**src/rtl/bitpack_pkg.sv**
```systemverilog
// Shared definitions for the ML-DSA bit (un)packing blocks.
package bitpack_pkg;

    localparam int unsigned N_COEFF = 256;

    // Shared with the unpack FSM so both sides agree on state encoding.
    typedef enum logic [1:0] {
        IDLE,
        RUN,
        DRAIN
    } pack_state_t;

    // Bits needed to hold a value in [0, b].
    function automatic int unsigned bitlen(input int unsigned b);
        return unsigned'($clog2(b + 1));
    endfunction

    // Output words per packed polynomial.
    function automatic int unsigned n_words(input int unsigned w, input int unsigned out_w);
        return (N_COEFF * w) / out_w;
    endfunction

endpackage

```
**src/rtl/simple_bit_pack.sv**
```systemverilog
// Streaming SimpleBitPack: 256 coefficients of W bits in, packed OUT_W-bit words out,
// LSB-first. Coefficients are gathered in a small accumulator and shifted out a word
// at a time.
module simple_bit_pack
    import bitpack_pkg::*;
#(
    parameter int unsigned B     = 1023,
    parameter int unsigned OUT_W = 32
) (
    input  logic                  clk,
    input  logic                  reset,
    input  logic                  start,
    input  logic [bitlen(B)-1:0]  coeff,
    input  logic                  coeff_valid,
    output logic                  coeff_ready,
    output logic [OUT_W-1:0]      out_data,
    output logic                  out_valid,
    input  logic                  out_ready,
    output logic                  out_last,
    output logic                  done,
    output logic                  range_err
);

    localparam int unsigned W      = bitlen(B);
    localparam int unsigned NWORDS = n_words(W, OUT_W);
    localparam int unsigned AW     = OUT_W + W;
    localparam int unsigned FW     = $clog2(AW);
    localparam int unsigned WCW    = $clog2(NWORDS + 1);

    pack_state_t       state_q, state_d;
    logic [AW-1:0]     acc_q, acc_d;
    logic [FW-1:0]     fill_q, fill_d;
    logic [7:0]        ccnt_q, ccnt_d;
    logic [WCW-1:0]    wcnt_q, wcnt_d;
    logic [OUT_W-1:0]  out_data_q, out_data_d;
    logic              out_valid_q, out_valid_d;
    logic              out_last_q, out_last_d;
    logic              done_q, done_d;
    logic              range_err_q, range_err_d;

    logic accept;
    logic word_move;
    logic final_hs;
    logic last_coeff;
    logic over_range;

    assign accept     = coeff_valid && coeff_ready;
    // Only ever true while fill >= OUT_W, so it can never coincide with an accept.
    assign word_move  = (fill_q >= FW'(OUT_W)) && (!out_valid_q || out_ready);
    assign final_hs   = (state_q == DRAIN) && out_valid_q && out_ready && out_last_q;
    assign last_coeff = (ccnt_q == 8'(N_COEFF - 1));
    // Widened by one bit so the compare stays meaningful when B fills all W bits.
    assign over_range = {1'b0, coeff} > (W + 1)'(B);

    // State register.
    always_ff @(posedge clk or negedge reset) begin
        if (!reset) begin
            state_q <= IDLE;
        end else begin
            state_q <= state_d;
        end
    end

    // Next-state logic: start is only honoured from IDLE.
    always_comb begin
        state_d = state_q;
        unique case (state_q)
            IDLE:    if (start) state_d = RUN;
            RUN:     if (accept && last_coeff) state_d = DRAIN;
            DRAIN:   if (final_hs) state_d = IDLE;
            default: state_d = IDLE;
        endcase
    end

    // FSM output: input side stalls only once a full word is waiting in the accumulator.
    always_comb begin
        coeff_ready = (state_q == RUN) && (fill_q < FW'(OUT_W));
    end

    // Accumulator, counters and output word next-state.
    always_comb begin
        acc_d       = acc_q;
        fill_d      = fill_q;
        ccnt_d      = ccnt_q;
        wcnt_d      = wcnt_q;
        out_data_d  = out_data_q;
        out_valid_d = out_valid_q;
        out_last_d  = out_last_q;
        range_err_d = range_err_q;
        done_d      = final_hs;

        if ((state_q == IDLE) && start) begin
            acc_d       = '0;
            fill_d      = '0;
            ccnt_d      = '0;
            wcnt_d      = '0;
            range_err_d = 1'b0;
        end else begin
            if (accept) begin
                // Bits above fill are always zero, so a plain overwrite is enough.
                acc_d[fill_q +: W] = coeff;
                fill_d             = fill_q + FW'(W);
                ccnt_d             = ccnt_q + 8'd1;
                if (over_range) begin
                    range_err_d = 1'b1;
                end
            end
            if (word_move) begin
                out_data_d  = acc_q[OUT_W-1:0];
                acc_d       = acc_q >> OUT_W;
                fill_d      = fill_q - FW'(OUT_W);
                out_valid_d = 1'b1;
                out_last_d  = (wcnt_q == WCW'(NWORDS - 1));
                wcnt_d      = wcnt_q + WCW'(1);
            end else if (out_ready) begin
                out_valid_d = 1'b0;
                out_last_d  = 1'b0;
            end
        end
    end

    // Datapath registers; reset discards any partially packed polynomial.
    always_ff @(posedge clk or negedge reset) begin
        if (!reset) begin
            acc_q       <= '0;
            fill_q      <= '0;
            ccnt_q      <= '0;
            wcnt_q      <= '0;
            out_data_q  <= '0;
            out_valid_q <= 1'b0;
            out_last_q  <= 1'b0;
            done_q      <= 1'b0;
            range_err_q <= 1'b0;
        end else begin
            acc_q       <= acc_d;
            fill_q      <= fill_d;
            ccnt_q      <= ccnt_d;
            wcnt_q      <= wcnt_d;
            out_data_q  <= out_data_d;
            out_valid_q <= out_valid_d;
            out_last_q  <= out_last_d;
            done_q      <= done_d;
            range_err_q <= range_err_d;
        end
    end

    assign out_data  = out_data_q;
    assign out_valid = out_valid_q;
    assign out_last  = out_last_q;
    assign done      = done_q;
    assign range_err = range_err_q;

endmodule

```
**config.mk**
```make
export PLATFORM = sky130hd
export DESIGN_NAME = simple_bit_pack
export DESIGN_NICKNAME = d
export VERILOG_FILES = /design/src/rtl/bitpack_pkg.sv /design/src/rtl/simple_bit_pack.sv
export SDC_FILE = /design/constraint.sdc
export NUM_CORES = 1
export LEC_CHECK = 0
export BUFFER_PORTS_ARGS = -buffer_cell sky130_fd_sc_hd__buf_2
export CORE_MARGIN = 10
export CORE_UTILIZATION = 65
export CTS_CLUSTER_DIAMETER = 40
export DETAILED_ROUTE_END_ITERATION = 10
export PLACE_DENSITY = 0.86
export SLEW_MARGIN = 20
export SYNTH_ARGS = -nofsm -noshare
export SYNTH_HDL_FRONTEND = slang
export SYNTH_SLANG_ARGS = --single-unit
```
**constraint.sdc**
```tcl
create_clock -name clk -period 9.7 [get_ports clk]
set_clock_uncertainty 0.2 [all_clocks]
set_input_delay 0.485 -clock clk [delete_from_list [all_inputs] [get_ports clk]]
set_output_delay 0.485 -clock clk [all_outputs]
set_load 0.1 [all_outputs]
```
==> out/summary.txt <==
RSZ-0062 raised after global routing = no
Syn Nets = 705
Hold Slack = 205.6 ps
CTS Buf Count = 9
total track usage = 28.56%
setup slack, reg-to-reg = 6130 ps
ant diodes = 0
Max Clk Rate = 0.2804 GHz
FF-to-FF Start = fill_q[2]
Final Hold Vio Count = 0
Std-Cell Rows = 34
DIE WIDTH = 115.1 um
Gate Count Post-Synth = 684
setup TNS = 0 ps
core footprint = 8763 um^2
Final nets = 736
R2R cell count = 8
Congestion Overflow GR = 0
Layout area overhead = 9.103%
Final period util = 36.76%
Worst path slowest cell = xor2_1
Post-synth EDFFs = 0
Distinct cells, synth = 72
Root Driver = clkbuf_8
I/O pins = 52
hold endpoint = state_q[0]
most used flip-flop cell after synthesis = dfrtp_1
Critical Path Start Type = flop
drt via density = 6.754
CTS tree = built
largest net degree at the start of global routing = 57
commonest non-fill, non-tap cell in the layout = nand2_1
Sink Count = 99
# fillers = 658
hold-critical path depth = 3
die height = 115.1 um
run status = completed
peak per-stage delay on the critical path = 810 ps
category of the most critical setup path = flop to flop
Seq cells post-synth = 99
Hold Path Origin = start
Worst EP arrival = 3630 ps
Async SR Flop Fraction = 100.0%
GP Congestion = 1.116
clk slew on worst S/H paths = 110 ps
Bufs and invs on worst path = 2
register area share after synthesis = 42.11%
Mapped Avg Cell Area = 8.601 um^2
dpl hpwl = 13,640 um
Hold Crit Class = primary input to flop
first-pass GRT wire length = 30,010 um
placed cell count = 811
Via Count = 5,592
DR WL/cell = 22.31 um
port bufs = 50
Post-Syn Area = 5883 um^2
final cell count without fillers = 828
Post-DRT Antenna Nets = 0
crit path capture type = flop
htree depth = 3
Synth warnings = 0
total die area = 13,260 um^2
Rel. slew slack = 29.88%
DRT Pass-1 Iters = 6
utilization after layout = 73.24%
worst path cell trace = inv_1 > ha_1 > xor2_1 > buf_4 > nand2_1 > a211oi_1 > o21ai_0 > mux2_2
initial drt markers = 715
Max Fanout on Critical Path = 16
initial antenna violation count = 0
commonest cells after routing, fill and taps aside = nand2_1 (163), dfrtp_1 (99), buf_2 (49)
cell family with most CP delay = XOR/XNOR gates
via count of the first global-routing pass = 5,556
layout cell share with drive strength beyond 1 = 15.00%
final WL = 18,480 um
Crit path required time = 9770 ps
max-cap violations = 0
fin. max-slew vios = 0
Tmin final = 3566 ps
clk_lat worst skew = 370 ps
worst-case clock buffer depth = 2
Worst-Margin Slew = 1041 ps
setup violators final = 0
Starting Density = 67.13%
reg2reg end = acc_q[24]
DRC viols = 0
-- registers in the layout, summed over array words and instances (netlist names) --
name and cells:
wcnt_q 7, out_data 32, out_valid 1, acc_q 42, ccnt_q 8, out_last 1
fill_q 5, state_q 2, done 1
-- cells in the mapped netlist, types with 10 or more instances --
cell type | number | area share [%]
mux2i_1 | 32 | 5.4
o21ai_0 | 35 | 3.0
nor3_1 | 15 | 1.3
a21oi_1 | 34 | 2.9
inv_1 | 13 | 0.83
buf_2 | 14 | 1.2
dfrtp_1 | 99 | 42
nand3_1 | 21 | 1.8
nor2_1 | 38 | 2.4
a22oi_1 | 10 | 1.3
clkbuf_1 | 23 | 1.5
nand2_1 | 163 | 10
-- stage by stage --
stage / cell area [um^2] / setup WS [ps]
floorplan: 5883 / 6058
global placement: 6202 / 6295
detailed placement: 6202 / 6191
CTS: 6419 / 6198
global route: 6419 / 5866
finish: 6419 / 6134
-- worst register-to-register path: cells and delay by family (launching register included) --
kind	cells	cell delay [ps]
mux	1	320
flops	1	620
buf+inv	2	520
fa+ha+maj	1	390
compound gates	2	430
simple gates	1	170
xor+xnor	1	810
-- metal layers --
layer | part of all wire [%] | wire length, um | GRT usage, %
met1 | 37 | 6874 | 34.97
met2 | 47 | 8751 | 46.28
met3 | 11 | 1952 | 7.969
met4 | 4.8 | 896 | 12.21
met5 | 0 | 0 | 0
-- worst max-delay path by stage --
stage	startpoint	end	slack, ps	cells after the start
2_1_floorplan	fill_q[5]	coeff_ready	6060	4
3_3_place_gp	fill_q[2]	acc_q[24]	6290	8
3_5_place_dp	fill_q[2]	acc_q[24]	6190	8
4_1_cts	fill_q[2]	acc_q[24]	6200	8
5_1_grt	fill_q[2]	acc_q[24]	5870	8
6_report	fill_q[2]	acc_q[24]	6130	8
-- cell families (layout without fill, tap and decap cells) --
group	after synthesis	in the layout	synth area share, %
muxes	41	41	7.550
adders and majority gates	6	6	1.276
and+or+nand+nor	309	309	24.67
other	1	1	0.06374
xor gates and xnor gates	15	15	2.233
buffers and inverters	59	95	4.466
AOI/OAI and AO/OA	154	154	17.63
DFF	99	99	42.11
-- timing repair --
action | in CTS | in global routing
hold buffers | 1 | 0
resized for setup | 0 | 0
buffers inserted | 0 | 0
endpoints found under the hold margin | 43 | 0
setup endpoints to repair | 0 | 0
-- area by class of cell --
cell class                      count  area, um^2  area share [%]
Multi-Input combinational cell    526        3176           49.47
Timing Repair Buffer               66       375.4           5.848
Tap cell                          108       135.1           2.105
Inverter                           13       48.80          0.7602
Clock buffer                        9       123.9           1.930
Clock inverter                      7       82.58           1.287
Sequential cell                    99        2477           38.60
Power is left out: the tool's default activity adds up to more than one toggle a clock period on the data nets, which glitch-free logic cannot reach.
